<file path="src/rtl/store_result_monitor.sv">
// Hardware self-check on the M-stage store stream: sticky PASS/FAIL/TIMEOUT verdict with counters and failure capture.
// Optional STORE_RESULT_TRACE_EN adds a 4-entry trace of recent in-window stores.
module store_result_monitor #(
    parameter logic [31:0] RESULT_ADDR    = 32'd100,
    parameter logic [31:0] PASS_DATA      = 32'd25,
    parameter logic [31:0] IGNORE_ADDR    = 32'd96,
    parameter logic [31:0] WINDOW_LO      = 32'd90,
    parameter logic [31:0] WINDOW_HI      = 32'd120,
    parameter int unsigned TIMEOUT_CYCLES = 10000,
    parameter int unsigned CNT_W          = 32
) (
    input  logic             clk_i,
    input  logic             reset_i,
    input  logic [31:0]      write_data_m_i,
    input  logic [31:0]      alu_result_m_i,
    input  logic             mem_write_m_i,
    input  logic             clear_i,
    output logic             done_o,
    output logic             pass_o,
    output logic             fail_o,
    output logic             timeout_o,
    output logic [CNT_W-1:0] cycle_count_o,
    output logic [CNT_W-1:0] store_count_o,
    output logic [31:0]      fail_addr_o,
    output logic [31:0]      fail_data_o
`ifdef STORE_RESULT_TRACE_EN
    ,
    input  logic [1:0]       trace_idx_i,
    output logic [31:0]      trace_addr_o,
    output logic [31:0]      trace_data_o,
    output logic             trace_valid_o
`endif
);

    typedef enum logic [1:0] {
        ST_RUN,
        ST_PASS,
        ST_FAIL,
        ST_TIMEOUT
    } state_t;

    localparam logic [CNT_W-1:0] TIMEOUT_LAST = CNT_W'(TIMEOUT_CYCLES - 1);

    state_t           state_q, state_d;
    logic [CNT_W-1:0] cycle_q, cycle_d;
    logic [CNT_W-1:0] store_q, store_d;
    logic [31:0]      fail_addr_q, fail_addr_d;
    logic [31:0]      fail_data_q, fail_data_d;

    logic in_window;
    logic is_pass_store;
    logic is_ignored;

    assign in_window     = mem_write_m_i
                        && (alu_result_m_i > WINDOW_LO)
                        && (alu_result_m_i < WINDOW_HI);
    assign is_pass_store = in_window && (alu_result_m_i == RESULT_ADDR)
                        && (write_data_m_i == PASS_DATA);
    assign is_ignored    = in_window && (alu_result_m_i == IGNORE_ADDR);

    always_comb begin
        state_d     = state_q;
        cycle_d     = cycle_q;
        store_d     = store_q;
        fail_addr_d = fail_addr_q;
        fail_data_d = fail_data_q;

        if (clear_i) begin
            state_d     = ST_RUN;
            cycle_d     = '0;
            store_d     = '0;
            fail_addr_d = '0;
            fail_data_d = '0;
        end else if (state_q == ST_RUN) begin
            if (cycle_q != '1)
                cycle_d = cycle_q + 1'b1;
            if (mem_write_m_i && (store_q != '1))
                store_d = store_q + 1'b1;

            // A decisive store outranks the timeout on the same edge.
            if (is_pass_store) begin
                state_d = ST_PASS;
            end else if (in_window && !is_ignored) begin
                state_d     = ST_FAIL;
                fail_addr_d = alu_result_m_i;
                fail_data_d = write_data_m_i;
            end else if (cycle_q == TIMEOUT_LAST) begin
                state_d = ST_TIMEOUT;
            end
        end
    end

    always_ff @(posedge clk_i or negedge reset_i) begin
        if (!reset_i) begin
            state_q     <= ST_RUN;
            cycle_q     <= '0;
            store_q     <= '0;
            fail_addr_q <= '0;
            fail_data_q <= '0;
        end else begin
            state_q     <= state_d;
            cycle_q     <= cycle_d;
            store_q     <= store_d;
            fail_addr_q <= fail_addr_d;
            fail_data_q <= fail_data_d;
        end
    end

    assign done_o        = (state_q != ST_RUN);
    assign pass_o        = (state_q == ST_PASS);
    assign fail_o        = (state_q == ST_FAIL);
    assign timeout_o     = (state_q == ST_TIMEOUT);
    assign cycle_count_o = cycle_q;
    assign store_count_o = store_q;
    assign fail_addr_o   = fail_addr_q;
    assign fail_data_o   = fail_data_q;

`ifdef STORE_RESULT_TRACE_EN
    logic [31:0] trace_addr_q [4];
    logic [31:0] trace_data_q [4];
    logic [3:0]  trace_vld_q;
    logic [1:0]  trace_wr_q;
    logic [1:0]  trace_rd;
    logic        trace_we;

    assign trace_we = !clear_i && (state_q == ST_RUN) && in_window;

    always_ff @(posedge clk_i or negedge reset_i) begin
        if (!reset_i) begin
            for (int unsigned i = 0; i < 4; i++) begin
                trace_addr_q[i] <= '0;
                trace_data_q[i] <= '0;
            end
            trace_vld_q <= '0;
            trace_wr_q  <= '0;
        end else if (clear_i) begin
            trace_vld_q <= '0;
            trace_wr_q  <= '0;
        end else if (trace_we) begin
            trace_addr_q[trace_wr_q] <= alu_result_m_i;
            trace_data_q[trace_wr_q] <= write_data_m_i;
            trace_vld_q[trace_wr_q]  <= 1'b1;
            trace_wr_q               <= trace_wr_q + 2'd1;
        end
    end

    // Index 0 is the most recent write, one slot behind the write pointer.
    assign trace_rd      = trace_wr_q - 2'd1 - trace_idx_i;
    assign trace_addr_o  = trace_addr_q[trace_rd];
    assign trace_data_o  = trace_data_q[trace_rd];
    assign trace_valid_o = trace_vld_q[trace_rd];
`endif

endmodule

</file>
<file path="config.mk">
export PLATFORM = sky130hd
export DESIGN_NAME = store_result_monitor
export DESIGN_NICKNAME = d
export VERILOG_FILES = /design/src/rtl/store_result_monitor.sv
export SDC_FILE = /design/constraint.sdc
export NUM_CORES = 1
export LEC_CHECK = 0
export ABC_AREA = 1
export BUFFER_PORTS_ARGS = -buffer_cell sky130_fd_sc_hd__buf_2
export CORE_ASPECT_RATIO = 0.9
export CORE_MARGIN = 1
export CORE_UTILIZATION = 50
export CTS_CLUSTER_DIAMETER = 120
export CTS_CLUSTER_SIZE = 8
export DETAILED_ROUTE_END_ITERATION = 7
export PLACE_DENSITY = 0.76
export SETUP_SLACK_MARGIN = 0.4
export SYNTH_ARGS = -nofsm -noshare
export SYNTH_HDL_FRONTEND = slang
export SYNTH_SLANG_ARGS = --single-unit
</file>
<file path="constraint.sdc">
create_clock -name clk_i -period 4 [get_ports clk_i]
set_clock_uncertainty 0.05 [all_clocks]
set_input_delay 0.4 -clock clk_i [delete_from_list [all_inputs] [get_ports clk_i]]
set_output_delay 0.4 -clock clk_i [all_outputs]
set_load 0.01 [all_outputs]
</file>
==> impl_results.md <==
- Outcome: complete, no violations
- Via count: 7431
- Post-synthesis cell count: 1033
- 1st-iter DRT viols: 661
- CTS-repair resized insts: 0
- Number of flops mapped to enable cells by yosys: 0
- DP HPWL: 15.1 mm
- Max FO, Critical Path: 58
- CP Data Arrival Time: 2.93 ns
- Residual DRC: 0
- Overall power: 0.00318 W
- Post-layout min period: 2.68 ns
- Sum Neg Setup Slack: 0 ns
- WL final: 20.5 mm
- RSZ-0062 raised after global routing: false
- Routed length on met2: 9.43 mm
- Share of layout cells above drive strength 1: 21.8%
- Library cells used by synthesis: 35
- Placer Congestion: 0.993
- Max transition margin: 34.9%
- Post-Syn Area: 7430 µm²
- Core ar.: 14300 µm²
- # diodes: 0
- Worst Tran Pin Value: 0.973 ns
- Leakage: 4.49 nW
- Final-report setup violation count: 0
- Final Cycle Share: 67.0%
- Layout filler cell count: 1284
- Vias in the first global route: 6936
- Slowest stage delay, CP: 0.75 ns
- Post-synth top flop: dfrtp_1
- Worst setup margin: 1.32 ns
- Area grow syn2layout: 22.7%
- Initial antenna violation count: 0
- Worst Path Required: 4.25 ns
- Largest net degree at the start of global routing: 72
- Worst path top cell family by delay: simple AND/OR/NAND/NOR gates
- Clock buffer depth: 2
- Complex-gate fraction of the synthesized area: 5.55%
- Die footprint: 15400 µm²
- Post-synthesis xor/xnor area fraction: 4.01%
- Post-synth net total: 1103
- Row cnt: 41
- Starting Density: 52.1%
- FMAX: 373 MHz
- Final Hold Fails: 0
- Sum of buffers and inverters on the critical path: 2
- Die X: 131 µm
- Root Buffer Master: clkbuf_16
- Worst skew pair latency: 0.42 ns
- Count of pins over their slew limit: 0
- Mux cell area share after synthesis: 0%
- Yosys warns: 0
- # hold bufs at CTS: 0
- Worst setup SP type: flop
- Post-synthesis simple-gate area fraction: 38.9%
- IO buf count: 199
- Yosys reg bits: 130
- Top layer in use: met4
- Max-cap check violation count: 0
- Slowest-stage cell, CP: nand2_2
- Commonest cells after routing, fill and taps aside: nand2_1 (314), buf_2 (198), nor2_1 (185)
- Post-route ant nets: 0
- I/O Pins: 200
- Gr usage total: 28.1%
- Num CTS Buffers: 17
- Pre-Repair DR Iteration Count: 7
- DRT met1 WL: 9.33 mm
- Sink Count: 130
- Main combinational cell family by area after synthesis: simple AND/OR/NAND/NOR gates
- Commonest non-fill, non-tap cell in the layout: nand2_1
- Die height: 118 µm
- Global-route wire length before repair: 33.8 mm
- CTS tree: yes
- Routed len/inst: 14.4 µm
- Total gr overflow: 0
- H-tree depth: 4
- Syn_area_per_cell: 7.20 µm²
- Worst Setup Path Type: reg2reg
- Worst VDD drop: 0.306 mV
- Met3 WL: 1.29 mm
- Setup Fix Bufs, Post-CTS: 0
- Seq/Total Area, Yosys: 43.8%
- Setup crit end kind: flop
- Post-synth ARST share: 100%
- Clock transition at path regs: 0.06 ns
- Vias/cell: 5.20
- Final #Nets: 1294
- Post-Synth Adder-Cell Area: 0.337%
- Hold/Removal Path Class: in2async
- Place WS: 1.34 ns
- Pwr dens: 349 nW/µm²
- Crit-path cells: ha_1 > inv_1 > nor2_4 > nand2_2 > nor2_2 > nand3_1 > nand2_2 > inv_2 > nand3_1 > o21ai_1
-- cell type report --
type,count,area [µm²],share of cell area [%]
multi-input cells,780,3630,39.8
flip-flops and latches,130,3250,35.7
repair buffers,205,1040,11.4
clock buffers,18,439,4.81
inverters,90,339,3.72
well taps,193,241,2.65
clock inverters,13,179,1.96
-- registers in the layout (all words and copies together) (netlist names) --
name	count
fail_data_o	32
store_count_o	32
fail_addr_o	32
cycle_count_o	32
state_q	2
-- per-layer routing --
metal | global-route usage, % | vias up
met5 | 0 | -
met4 | 11.5 | 0
met3 | 5.50 | 39
met2 | 42.7 | 289
met1 | 39.0 | 3439
li1 | - | 3664
-- per-stage QoR --
step	hold WS [ns]	util [%]	instance area, µm²	cells
finish	0.0242	64.0	9120	1429
CTS	0.0670	64.0	9120	1429
detailed placement	0.404	59.6	8500	1398
floorplan	0.0544	-	7430	1033
global route	0.102	64.0	9120	1429
global placement	0.398	59.6	8500	1398
-- where the power goes --
part	switching [W]	internal, W	leakage [nW]
Combinational	0.000168	0.0000666	2.39
Sequential	0.0000134	0.00133	1.81
Clock	0.000603	0.00101	0.293
-- logic make-up (layout without fill, tap and decap cells) --
| group | after synthesis | in the layout |
|---|---|---|
| buffers and inverters | 123 | 326 |
| adders and majority gates | 2 | 2 |
| and+or+nand+nor | 673 | 673 |
| DFF | 130 | 130 |
| AOI/OAI and AO/OA | 71 | 71 |
| xor gates and xnor gates | 34 | 34 |
-- synthesized netlist by cell type, types with 3 or more instances --
library cell	number	area [µm²]
o21ai_0	11	55.1
nand2_2	3	18.8
nor2_4	5	56.3
clkbuf_1	6	22.5
o31ai_1	22	165
and2_1	3	18.8
nor3_2	3	30.0
buf_6	9	101
a21oi_1	16	80.1
xnor2_1	14	123
nand2_1	314	1180
dfrtp_1	130	3250
nor2_2	4	25.0
nor3_1	25	125
o21ai_1	21	105
nand3_1	94	470
xor2_1	20	175
nand3b_1	11	82.6
buf_2	15	75.1
nand4_1	15	93.8
or2_2	4	25.0
inv_2	9	33.8
nor2_1	185	694
inv_1	80	300
-- worst register-to-register path, cell delays in order, from the launching register on --
cell	delay [ns]
dfrtp_1	0.40
ha_1	0.27
inv_1	0.12
nor2_4	0.22
nand2_2	0.12
nor2_2	0.16
nand3_1	0.10
nand2_2	0.75
inv_2	0.18
nand3_1	0.12
o21ai_1	0.08
-- worst paths after layout --
| path | slack (ns) | cells past startpoint | end | start |
|---|---|---|---|---|
| setup / recovery | 1.32 | 10 | cycle_count_o[16] | cycle_count_o[0] |
| hold / removal | 0.02 | 1 | fail_addr_o[15] | reset_i |
| setup reg to reg | 1.32 | 10 | cycle_count_o[16] | cycle_count_o[0] |
| hold reg to reg | 0.42 | 2 | fail_data_o[4] | fail_data_o[4] |
| max in group asynchronous | 2.86 | 2 | store_count_o[19] | reset_i |
| min in group clk_i | 0.17 | 3 | fail_data_o[21] | write_data_m_i[21] |
(Power assumes the default switching activity.)
